$ cat src/rtl/uart_lite_pkg.sv
// Shared definitions for the UART Lite AXI scheduler:
// register map, STAT bit positions, FSM states and grant encoding.
package uart_lite_pkg;

  localparam int REG_RX   = 'h0;
  localparam int REG_TX   = 'h4;
  localparam int REG_STAT = 'h8;
  localparam int REG_CTRL = 'hC;

  localparam int STAT_RXVALID = 0;
  localparam int STAT_TXFULL  = 3;
  localparam int STAT_OVR     = 5;
  localparam int STAT_FRM     = 6;
  localparam int STAT_PAR     = 7;

  localparam logic [1:0] RESP_OKAY = 2'b00;

  typedef enum logic [3:0] {
    S_INIT_AW,
    S_INIT_B,
    S_IDLE,
    S_STAT_AR,
    S_STAT_R,
    S_DATA_AR,
    S_DATA_R,
    S_DATA_AW,
    S_DATA_B
  } sched_state_e;

  typedef enum logic {
    GRANT_RX = 1'b0,
    GRANT_TX = 1'b1
  } grant_e;

endpackage

$ cat src/rtl/uart_lite_axi_scheduler_axil.sv
// AXI-Lite master engine: one read or one write per command pulse,
// AW and W valids dropping independently, single outstanding transaction.
module axil_single_master #(
  parameter int ADDR_W = 4
) (
  input  logic              clk_i,
  input  logic              rst_i,
  input  logic              cmd_rd_i,
  input  logic              cmd_wr_i,
  input  logic [ADDR_W-1:0] addr_i,
  input  logic [31:0]       wdata_i,
  output logic              addr_ack_o,
  output logic              done_o,
  output logic              busy_o,
  output logic [31:0]       rdata_o,
  output logic [1:0]        resp_o,
  output logic [ADDR_W-1:0] awaddr_o,
  output logic              awvalid_o,
  input  logic              awready_i,
  output logic [31:0]       wdata_o,
  output logic              wvalid_o,
  input  logic              wready_i,
  input  logic [1:0]        bresp_i,
  input  logic              bvalid_i,
  output logic              bready_o,
  output logic [ADDR_W-1:0] araddr_o,
  output logic              arvalid_o,
  input  logic              arready_i,
  input  logic [31:0]       rdata_i,
  input  logic [1:0]        rresp_i,
  input  logic              rvalid_i,
  output logic              rready_o
);

  logic              arvalid_q, arvalid_d;
  logic              rready_q, rready_d;
  logic [ADDR_W-1:0] araddr_q, araddr_d;
  logic              awvalid_q, awvalid_d;
  logic              wvalid_q, wvalid_d;
  logic [ADDR_W-1:0] awaddr_q, awaddr_d;
  logic [31:0]       wdata_q, wdata_d;
  logic              awdone_q, awdone_d;
  logic              wdone_q, wdone_d;
  logic              bready_q, bready_d;

  logic ar_hs, r_hs, aw_hs, w_hs, b_hs, wr_ack;

  assign ar_hs  = arvalid_q & arready_i;
  assign r_hs   = rready_q & rvalid_i;
  assign aw_hs  = awvalid_q & awready_i;
  assign w_hs   = wvalid_q & wready_i;
  assign b_hs   = bready_q & bvalid_i;
  assign wr_ack = (awvalid_q | wvalid_q)
                & (awdone_q | aw_hs)
                & (wdone_q | w_hs);

  // Next-state for every channel flag; handshakes retire their valid.
  always_comb begin
    arvalid_d = arvalid_q;
    rready_d  = rready_q;
    araddr_d  = araddr_q;
    awvalid_d = awvalid_q;
    wvalid_d  = wvalid_q;
    awaddr_d  = awaddr_q;
    wdata_d   = wdata_q;
    awdone_d  = awdone_q;
    wdone_d   = wdone_q;
    bready_d  = bready_q;
    if (cmd_rd_i) begin
      arvalid_d = 1'b1;
      araddr_d  = addr_i;
    end
    if (ar_hs) begin
      arvalid_d = 1'b0;
      rready_d  = 1'b1;
    end
    if (r_hs) rready_d = 1'b0;
    if (cmd_wr_i) begin
      awvalid_d = 1'b1;
      wvalid_d  = 1'b1;
      awaddr_d  = addr_i;
      wdata_d   = wdata_i;
      awdone_d  = 1'b0;
      wdone_d   = 1'b0;
    end
    if (aw_hs) begin
      awvalid_d = 1'b0;
      awdone_d  = 1'b1;
    end
    if (w_hs) begin
      wvalid_d = 1'b0;
      wdone_d  = 1'b1;
    end
    if (wr_ack) begin
      bready_d = 1'b1;
      awdone_d = 1'b0;
      wdone_d  = 1'b0;
    end
    if (b_hs) bready_d = 1'b0;
  end

  // Channel state registers; reset drops every valid/ready at once.
  always_ff @(posedge clk_i or posedge rst_i) begin
    if (rst_i) begin
      arvalid_q <= 1'b0;
      rready_q  <= 1'b0;
      araddr_q  <= '0;
      awvalid_q <= 1'b0;
      wvalid_q  <= 1'b0;
      awaddr_q  <= '0;
      wdata_q   <= '0;
      awdone_q  <= 1'b0;
      wdone_q   <= 1'b0;
      bready_q  <= 1'b0;
    end else begin
      arvalid_q <= arvalid_d;
      rready_q  <= rready_d;
      araddr_q  <= araddr_d;
      awvalid_q <= awvalid_d;
      wvalid_q  <= wvalid_d;
      awaddr_q  <= awaddr_d;
      wdata_q   <= wdata_d;
      awdone_q  <= awdone_d;
      wdone_q   <= wdone_d;
      bready_q  <= bready_d;
    end
  end

  assign addr_ack_o = ar_hs | wr_ack;
  assign done_o     = r_hs | b_hs;
  assign busy_o     = arvalid_q | rready_q | awvalid_q
                    | wvalid_q | bready_q;
  assign rdata_o    = rdata_i;
  assign resp_o     = rready_q ? rresp_i : bresp_i;
  assign awaddr_o   = awaddr_q;
  assign awvalid_o  = awvalid_q;
  assign wdata_o    = wdata_q;
  assign wvalid_o   = wvalid_q;
  assign bready_o   = bready_q;
  assign araddr_o   = araddr_q;
  assign arvalid_o  = arvalid_q;
  assign rready_o   = rready_q;

endmodule

$ cat src/rtl/uart_lite_axi_scheduler.sv
// Shares one UART Lite slave between the RX consumer and the TX sender:
// FIFO init, STAT polling before each data access, round-robin grants.
module uart_lite_axi_scheduler
  import uart_lite_pkg::*;
#(
  parameter int         ADDR_W    = 4,
  parameter logic [7:0] INIT_CTRL = 8'h03
) (
  input  logic              m_axi_aclk,
  input  logic              rst,
  output logic [ADDR_W-1:0] m_axi_awaddr,
  output logic              m_axi_awvalid,
  input  logic              m_axi_awready,
  output logic [31:0]       m_axi_wdata,
  output logic [3:0]        m_axi_wstrb,
  output logic              m_axi_wvalid,
  input  logic              m_axi_wready,
  input  logic [1:0]        m_axi_bresp,
  input  logic              m_axi_bvalid,
  output logic              m_axi_bready,
  output logic [ADDR_W-1:0] m_axi_araddr,
  output logic              m_axi_arvalid,
  input  logic              m_axi_arready,
  input  logic [31:0]       m_axi_rdata,
  input  logic [1:0]        m_axi_rresp,
  input  logic              m_axi_rvalid,
  output logic              m_axi_rready,
  input  logic              read_signal,
  output logic              read_valid,
  output logic [7:0]        read_data,
  input  logic              infer_ready,
  input  logic [4:0]        winner_ID,
  output logic              busy,
  output logic [3:0]        err_flags
);

  sched_state_e state_q, state_d;
  grant_e       grant_q, grant_d;
  grant_e       last_q, last_d;
  logic         rx_pend_q, rx_pend_d;
  logic         tx_pend_q, tx_pend_d;
  logic [7:0]   tx_byte_q, tx_byte_d;
  logic [7:0]   rdata_q, rdata_d;
  logic         rvalid_q, rvalid_d;
  logic         busy_q, busy_d;
  logic [3:0]   err_q, err_d;

  logic              cmd_rd, cmd_wr;
  logic [ADDR_W-1:0] cmd_addr;
  logic [31:0]       cmd_wdata;
  logic              m_ack, m_done, m_busy;
  logic [31:0]       m_rdata;
  logic [1:0]        m_resp;
  logic              unused_rdata;

  assign unused_rdata = ^m_rdata[31:8];

  axil_single_master #(.ADDR_W(ADDR_W)) u_mst (
    .clk_i      (m_axi_aclk),
    .rst_i      (rst),
    .cmd_rd_i   (cmd_rd),
    .cmd_wr_i   (cmd_wr),
    .addr_i     (cmd_addr),
    .wdata_i    (cmd_wdata),
    .addr_ack_o (m_ack),
    .done_o     (m_done),
    .busy_o     (m_busy),
    .rdata_o    (m_rdata),
    .resp_o     (m_resp),
    .awaddr_o   (m_axi_awaddr),
    .awvalid_o  (m_axi_awvalid),
    .awready_i  (m_axi_awready),
    .wdata_o    (m_axi_wdata),
    .wvalid_o   (m_axi_wvalid),
    .wready_i   (m_axi_wready),
    .bresp_i    (m_axi_bresp),
    .bvalid_i   (m_axi_bvalid),
    .bready_o   (m_axi_bready),
    .araddr_o   (m_axi_araddr),
    .arvalid_o  (m_axi_arvalid),
    .arready_i  (m_axi_arready),
    .rdata_i    (m_axi_rdata),
    .rresp_i    (m_axi_rresp),
    .rvalid_i   (m_axi_rvalid),
    .rready_o   (m_axi_rready)
  );

  // Request latching, arbitration, STAT decode and command issue.
  always_comb begin
    state_d   = state_q;
    grant_d   = grant_q;
    last_d    = last_q;
    rx_pend_d = rx_pend_q;
    tx_pend_d = tx_pend_q;
    tx_byte_d = tx_byte_q;
    rdata_d   = rdata_q;
    rvalid_d  = 1'b0;
    err_d     = err_q;
    cmd_rd    = 1'b0;
    cmd_wr    = 1'b0;
    cmd_addr  = ADDR_W'(REG_STAT);
    cmd_wdata = '0;

    if (read_signal) rx_pend_d = 1'b1;
    if (infer_ready) begin
      if (tx_pend_q) begin
        err_d[3] = 1'b1;
      end else begin
        tx_pend_d = 1'b1;
        tx_byte_d = {3'b000, winner_ID};
      end
    end

    unique case (state_q)
      S_INIT_AW: begin
        cmd_addr  = ADDR_W'(REG_CTRL);
        cmd_wdata = {24'h0, INIT_CTRL};
        cmd_wr    = ~m_busy;
        if (m_ack) state_d = S_INIT_B;
      end
      S_INIT_B, S_DATA_B: begin
        if (m_done) state_d = S_IDLE;
      end
      S_IDLE: begin
        if (rx_pend_q | tx_pend_q) begin
          if (rx_pend_q & tx_pend_q)
            grant_d = (last_q == GRANT_TX) ? GRANT_RX : GRANT_TX;
          else
            grant_d = rx_pend_q ? GRANT_RX : GRANT_TX;
          last_d  = grant_d;
          cmd_rd  = 1'b1;
          state_d = S_STAT_AR;
        end
      end
      S_STAT_AR: begin
        if (m_ack) state_d = S_STAT_R;
      end
      S_STAT_R: begin
        if (m_done) begin
          err_d[2:0] = err_d[2:0] | {m_rdata[STAT_PAR],
                                     m_rdata[STAT_FRM],
                                     m_rdata[STAT_OVR]};
          if (grant_q == GRANT_RX && m_rdata[STAT_RXVALID]) begin
            cmd_rd   = 1'b1;
            cmd_addr = ADDR_W'(REG_RX);
            state_d  = S_DATA_AR;
          end else if (grant_q == GRANT_TX && !m_rdata[STAT_TXFULL]) begin
            cmd_wr    = 1'b1;
            cmd_addr  = ADDR_W'(REG_TX);
            cmd_wdata = {24'h0, tx_byte_q};
            state_d   = S_DATA_AW;
          end else begin
            state_d = S_IDLE;
          end
        end
      end
      S_DATA_AR: begin
        if (m_ack) state_d = S_DATA_R;
      end
      S_DATA_R: begin
        if (m_done) begin
          if (m_resp == RESP_OKAY) begin
            rdata_d   = m_rdata[7:0];
            rvalid_d  = 1'b1;
            rx_pend_d = 1'b0;
          end
          state_d = S_IDLE;
        end
      end
      S_DATA_AW: begin
        if (m_ack) begin
          tx_pend_d = 1'b0;
          state_d   = S_DATA_B;
        end
      end
      default: state_d = S_IDLE;
    endcase
  end

  assign busy_d = (state_d != S_IDLE) | rx_pend_d | tx_pend_d;

  // Scheduler state; reset loses pending requests, clears sticky errors.
  always_ff @(posedge m_axi_aclk or posedge rst) begin
    if (rst) begin
      state_q   <= S_INIT_AW;
      grant_q   <= GRANT_RX;
      last_q    <= GRANT_TX;
      rx_pend_q <= 1'b0;
      tx_pend_q <= 1'b0;
      tx_byte_q <= '0;
      rdata_q   <= '0;
      rvalid_q  <= 1'b0;
      busy_q    <= 1'b0;
      err_q     <= '0;
    end else begin
      state_q   <= state_d;
      grant_q   <= grant_d;
      last_q    <= last_d;
      rx_pend_q <= rx_pend_d;
      tx_pend_q <= tx_pend_d;
      tx_byte_q <= tx_byte_d;
      rdata_q   <= rdata_d;
      rvalid_q  <= rvalid_d;
      busy_q    <= busy_d;
      err_q     <= err_d;
    end
  end

  assign m_axi_wstrb = 4'b0001;
  assign read_valid  = rvalid_q;
  assign read_data   = rdata_q;
  assign busy        = busy_q;
  assign err_flags   = err_q;

endmodule

$ cat config.mk
export PLATFORM = sky130hd
export DESIGN_NAME = uart_lite_axi_scheduler
export DESIGN_NICKNAME = d
export VERILOG_FILES = /design/src/rtl/uart_lite_pkg.sv /design/src/rtl/uart_lite_axi_scheduler_axil.sv /design/src/rtl/uart_lite_axi_scheduler.sv
export SDC_FILE = /design/constraint.sdc
export NUM_CORES = 1
export LEC_CHECK = 0
export CAP_MARGIN = 20
export CORE_MARGIN = 2
export CORE_UTILIZATION = 35
export DETAILED_ROUTE_END_ITERATION = 8
export SETUP_SLACK_MARGIN = 0.5
export SLEW_MARGIN = 40
export SYNTH_ARGS = -nofsm -noshare
export SYNTH_HDL_FRONTEND = slang
export SYNTH_HIERARCHICAL = 1
export SYNTH_SLANG_ARGS = --single-unit
$ cat constraint.sdc
create_clock -name m_axi_aclk -period 2.3 [get_ports m_axi_aclk]
set_input_delay 0.345 -clock m_axi_aclk [delete_from_list [all_inputs] [get_ports m_axi_aclk]]
set_output_delay 0.345 -clock m_axi_aclk [all_outputs]
set_load 0.02 [all_outputs]
======== Word-level counts from Yosys, hierarchy flattened ========
Index checks and enable logic that the tools add are counted.
cells by class
  eq/ne operators ......................... 9
  bitwise operators ....................... 24
  mux-type cells .......................... 54
  reductions and logical operators ........ 18
operators with widths
  operator                                               count
  2-to-1 mux 4 bit                                       10
  2-to-1 mux 1 bit                                       33
  one-hot mux 4 bit (7 select lines)                     1
  equality test 4 x 3 -> 1 bit, second input constant    4
  2-to-1 mux 5 bit                                       3
  bitwise OR 1 bit                                       12
  one-hot mux 5 bit (2 select lines)                     1
  nonzero test 2 bit                                     5
  bitwise AND 1 bit                                      8
  equality test 4 x 2 -> 1 bit, second input constant    2
  one-hot mux 4 bit (2 select lines)                     1
  AND reduction 2 bit                                    4
  2-to-1 mux 3 bit                                       2
  nonzero test 3 bit                                     2
  equality test 4 x 1 -> 1 bit, second input constant    1
  equality test 4 bit, second input constant             1
  zero test 4 bit                                        1
  inequality test 4 x 2 -> 1 bit, second input constant  1
  one-hot mux 1 bit (2 select lines)                     2
  inverter 1 bit                                         3
  bitwise OR 3 bit                                       1
  AND reduction 3 bit                                    1
  OR reduction 3 bit                                     1
  logical AND 1 bit                                      2
  3 further kinds                                        3
storage, ports and cells
  logic and storage cells ................. 126
  output and inout bits ................... 63
  bits of input ports ..................... 50
  flip-flop bits (word level) ............. 74

======== Logic depth before layout (Yosys ltp) ========
  word-level depth ........................ 10
  depth in mapped cells ................... 8
  depth with buffers taken out ............ 7

======== Hierarchy ========
Netlist, hierarchy kept.
modules (own cells, without submodules)
  module                   sequential area each (µm²)  area an instance (µm²)  cells an instance  instances
  axil_single_master       1,176.1                     2,049.5                 147                1
  uart_lite_axi_scheduler  676.9                       1,390.1                 134                1

======== Least setup slack after synthesis ========
OpenSTA, ideal clock, no wires.
  kind .................................... register to register
  start point ............................. register u_mst.wvalid_q (netlist: u_mst/wvalid_o)
  end point ............................... register u_mst.awaddr_q[0] (netlist: u_mst/awaddr_o[0])
  clock period less this slack ............ 2.168 ns
  path buffers ............................ 1
  required time ........................... 2.175 ns
  setup time .............................. 0.125 ns
  stages on the path, launching flop included .. 6
  slack ................................... 0.132 ns
  arrival ................................. 2.044 ns
  cell sequence ........................... dfrtp_1 -> or2_1 -> or4_1 -> o31ai_1 -> buf_2 -> mux2_2
between the ends
  longest elaborated chain between the ends .. 4
RTL lines
  what                                line                                 text
  from (decl)                         uart_lite_axi_scheduler_axil.sv:39   logic wvalid_q, wvalid_d;
  from (signal assigned)              uart_lite_axi_scheduler_axil.sv:120  wvalid_q <= wvalid_d;
  bitwise OR 1 bit (2 in a row)       uart_lite_axi_scheduler_axil.sv:132  | wvalid_q | bready_q;
  net m_busy                          uart_lite_axi_scheduler.sv:51        logic m_ack, m_done, m_busy;
  inverter 1 bit                      uart_lite_axi_scheduler.sv:118       cmd_wr = ~m_busy;
  one-hot mux 1 bit (2 select lines)  uart_lite_axi_scheduler.sv:114       unique case (state_q)
  net cmd_wr                          uart_lite_axi_scheduler.sv:48        logic cmd_rd, cmd_wr;
  to (signal assigned)                uart_lite_axi_scheduler_axil.sv:121  awaddr_q <= awaddr_d;
  to (decl)                           uart_lite_axi_scheduler_axil.sv:40   logic [ADDR_W-1:0] awaddr_q, awaddr_d;
The timed path passes the listed nets, and every way through them passes these cells.
A chain may end at the register's enable or synchronous reset.

======== Worst setup path after layout ========
  start point ............................. register u_mst.wvalid_q (netlist: u_mst/wvalid_o)
  end point ............................... register u_mst.wdata_q[8] (netlist: u_mst/wdata_o[8])
between the ends
  longest elaborated chain between the ends .. 4
RTL lines
  what                                line                                 text
  bitwise OR 1 bit (2 in a row)       uart_lite_axi_scheduler_axil.sv:132
  net m_busy                          uart_lite_axi_scheduler.sv:51
  inverter 1 bit                      uart_lite_axi_scheduler.sv:118
  one-hot mux 1 bit (2 select lines)  uart_lite_axi_scheduler.sv:114
  net cmd_wr                          uart_lite_axi_scheduler.sv:48
  to (signal assigned)                uart_lite_axi_scheduler_axil.sv:122  wdata_q <= wdata_d;
  to (decl)                           uart_lite_axi_scheduler_axil.sv:41   logic [31:0] wdata_q, wdata_d;
The timed path passes the listed nets, and every way through them passes these cells.

==> flow_summary_export.csv <==
group,metric,value,unit
timing,clock_skew,0.009625,ns
setup_path,crit_required,2.54,ns
finish,nNetsFinal,445,
yosys,synth_cells,257,
status,outcome,"completed",
worst_hold_path,hold_path_class,"input pin to register",
detailed_routing,vias,2407,
yosys,syn_area,0.003259,sq mm
floorplan,fp.dieH,100.5,um
floorplan,rows,35,
timing,max_freq,482.2,MHz
pwr,peakVddDrop,0.6452,mV
global_route,grt_max_degree,48,
global_route,grt_pass1_vias,2538,
finish,stdcell_count,511,
detailed_routing,wl_met2,3594,um
global_route,antenna_found_initial,0,
setup_path,arrival,2.31,ns
global_route,grt_pass1_wl,11990,um
detailed_routing,wl_per_cell,14.36,um
detailed_routing,top_layer,"met4",
finish,antennaDiodeCount,0,
yosys,yosys_warnings,6,
timing,slew_headroom,0.6034,
pwr,intPower,4.240,mW
pwr,powerDensity,1314,mW/mm^2
timing,fin_crit,2.074,ns
yosys,syn_avg_cell_area,12.68,sq um
detailed_routing,drt-met1-wl,3191,um
setup_path,criticalPathCategory,"register to register",
setup_path,critPathCaptureType,"register",
clock_tree,cts_buffer_depth,2,
place,dp_cells,484,
timing,tightest_slew,0.5798,ns
place,io_buffers,84,
setup_path,cp-start-kind,"register",
floorplan,initial_core_util,0.3561,
floorplan,ios,113,
timing,finalSetupViolCount,0,
finish,drive_above_1_share,0.2950,
detailed_routing,dr.pass1.iters,4,
timing,drv_slew,0,
detailed_routing,drc,0,
setup_path,critPathMaxFanout,9,
global_route,grt_overflow,0,
detailed_routing,via_per_inst,4.710,
place,dpl.hpwl,4872,um
place,gp_congestion,0.8456,
pwr,pwr-share-seq,0.335,
floorplan,die_area,0.01010,sq mm
timing,min_period_over_period,0.9017,
floorplan,die_x,100.5,um
detailed_routing,wl_met3,489,um
clock_tree,htree_levels,3,
clock_tree,cts_sinks,74,
flow_run,maxCapViolations,0,
global_route,grt_usage,0.1540,
pwr,switching_share,0.3409,
setup_path,cp_cell_sequence,"or2_1 > or4_4 > o31ai_4 > buf_6 > clkbuf_16 > mux2_2",
timing,fin_setup_tns,0,ns
setup_path,slowest_delay,0.44,ns
clock_tree,worstSkewPairLatency,0.35,ns
clock_tree,cts_root_buf,"clkbuf_8",
setup_path,slowest_stage,"or4_4",
pwr,power.leakage,2.164,nW
detailed_routing,antenna_left,0,
clock_tree,hold_buffers,0,
clock_tree,clk_pin_slew,0.08,ns
timing,worst_hold_slack,0.3175,ns
timing,hold_violations,0,
pwr,p_clk_frac,0.197,
detailed_routing,drt-initial-drc-count,84,
pwr,p_switching,2.193,mW
detailed_routing,routed_wl,7338,um
setup_path,cp_top_family,"simple AND/OR/NAND/NOR gates",
pwr,combPwrFrac,0.469,
clock_tree,cts_made_buffers,9,
floorplan,core-area,0.009153,sq mm
clock_tree,cts_tree,"built",
finish,areaGrowthSynthToFinish,50.21,%
timing,rsz0062_at_grt,"true",
setup_path,cp_num_buf_inv,2,
[flip-flops by register name, indices dropped and copies added, names as in the netlist, 4 cells and up]
register,flops
err_flags,4
read_data,8
state_q,4
tx_byte_q,5
u_mst/araddr_o,4
u_mst/awaddr_o,4
u_mst/wdata_o,32
[placed cells by master (no fill, tap or decap), drive strengths merged, types with 3 or more instances in the layout]
cell type      count
o21ai              4
inv                3
conb              35
or2                4
mux2              47
nor2b              4
nand2             33
dfrtp             73
bufinv             3
dlymetal6s2s       3
a21oi              5
o31ai              3
buf               29
nor2               9
a21o               4
nand2b             5
clkdlybuf4s50     81
and2               5
clkbuf            13
[path summary, 6_finish.rpt]
kind	endpoint	depth (start not counted)	start	slack (ns)
min in group asynchronous	u_mst/wdata_o[30]	3	rst	0.38
min reg2reg	err_flags[3]	1	err_flags[3]	0.46
min	u_mst/bready_o	3	m_axi_bvalid	0.32
max reg2reg	u_mst/wdata_o[8]	6	u_mst/wvalid_o	0.23
max	u_mst/wdata_o[8]	6	u_mst/wvalid_o	0.23
max in group asynchronous	last_q	3	rst	1.61
[worst register-to-register path, stage by stage (launching register included)]
cell and delay (ns):
dfrtp_2 0.40, or2_1 0.24, or4_4 0.44, o31ai_4 0.23, buf_6 0.17, clkbuf_16 0.16, mux2_2 0.33
[routing by layer]
metal / vias up / GRT usage
li1: 1133 / -
met5: - / 0
met2: 64 / 0.2468
met3: 7 / 0.05895
met4: 0 / 0.06006
met1: 1203 / 0.1883
[repair_timing]
action / 4_1_cts / 5_1_grt
cloned: 1 / 1
gates resized for setup: 10 / 9
setup endpoints to repair: 45 / 48
endpoints found under the hold margin: 0 / 0
pin swaps: 2 / 7
setup buffers: 6 / 3
[per-stage QoR]
step	instance area, sq um	total power, mW	worst slack (ns)	utilization
finish	4896	6.433	0.2262	0.5349
global placement	4452	4.924	0.02547	0.4864
floorplan	3458	3.781	0.2623	-
detailed placement	4452	4.971	0.003014	0.4864
global route	4896	6.811	0.1573	0.5349
CTS	4816	6.415	0.2043	0.5262
[power by group through the flow]
stage | combinational, mW | clock [mW] | sequential (mW)
final | 3.01 | 1.27 | 2.15
after global routing | 3.23 | 1.36 | 2.22
after CTS | 2.96 | 1.30 | 2.16
after detailed placement | 2.79 | 0 | 2.18
after global placement | 2.77 | 0 | 2.15
after floorplan | 1.15 | 0 | 2.63
[final cells by class]
cell class | count | area (sq um)
clock buffers | 12 | 155.1
repair buffers | 114 | 1164
flip-flops and latches | 74 | 1859
clock inverters | 4 | 97.59
inverters | 3 | 11.26
well taps | 111 | 138.9
multi-input cells | 193 | 1470
fillers | 829 | 4257
Note: power is estimated with default switching activity, not from simulation.
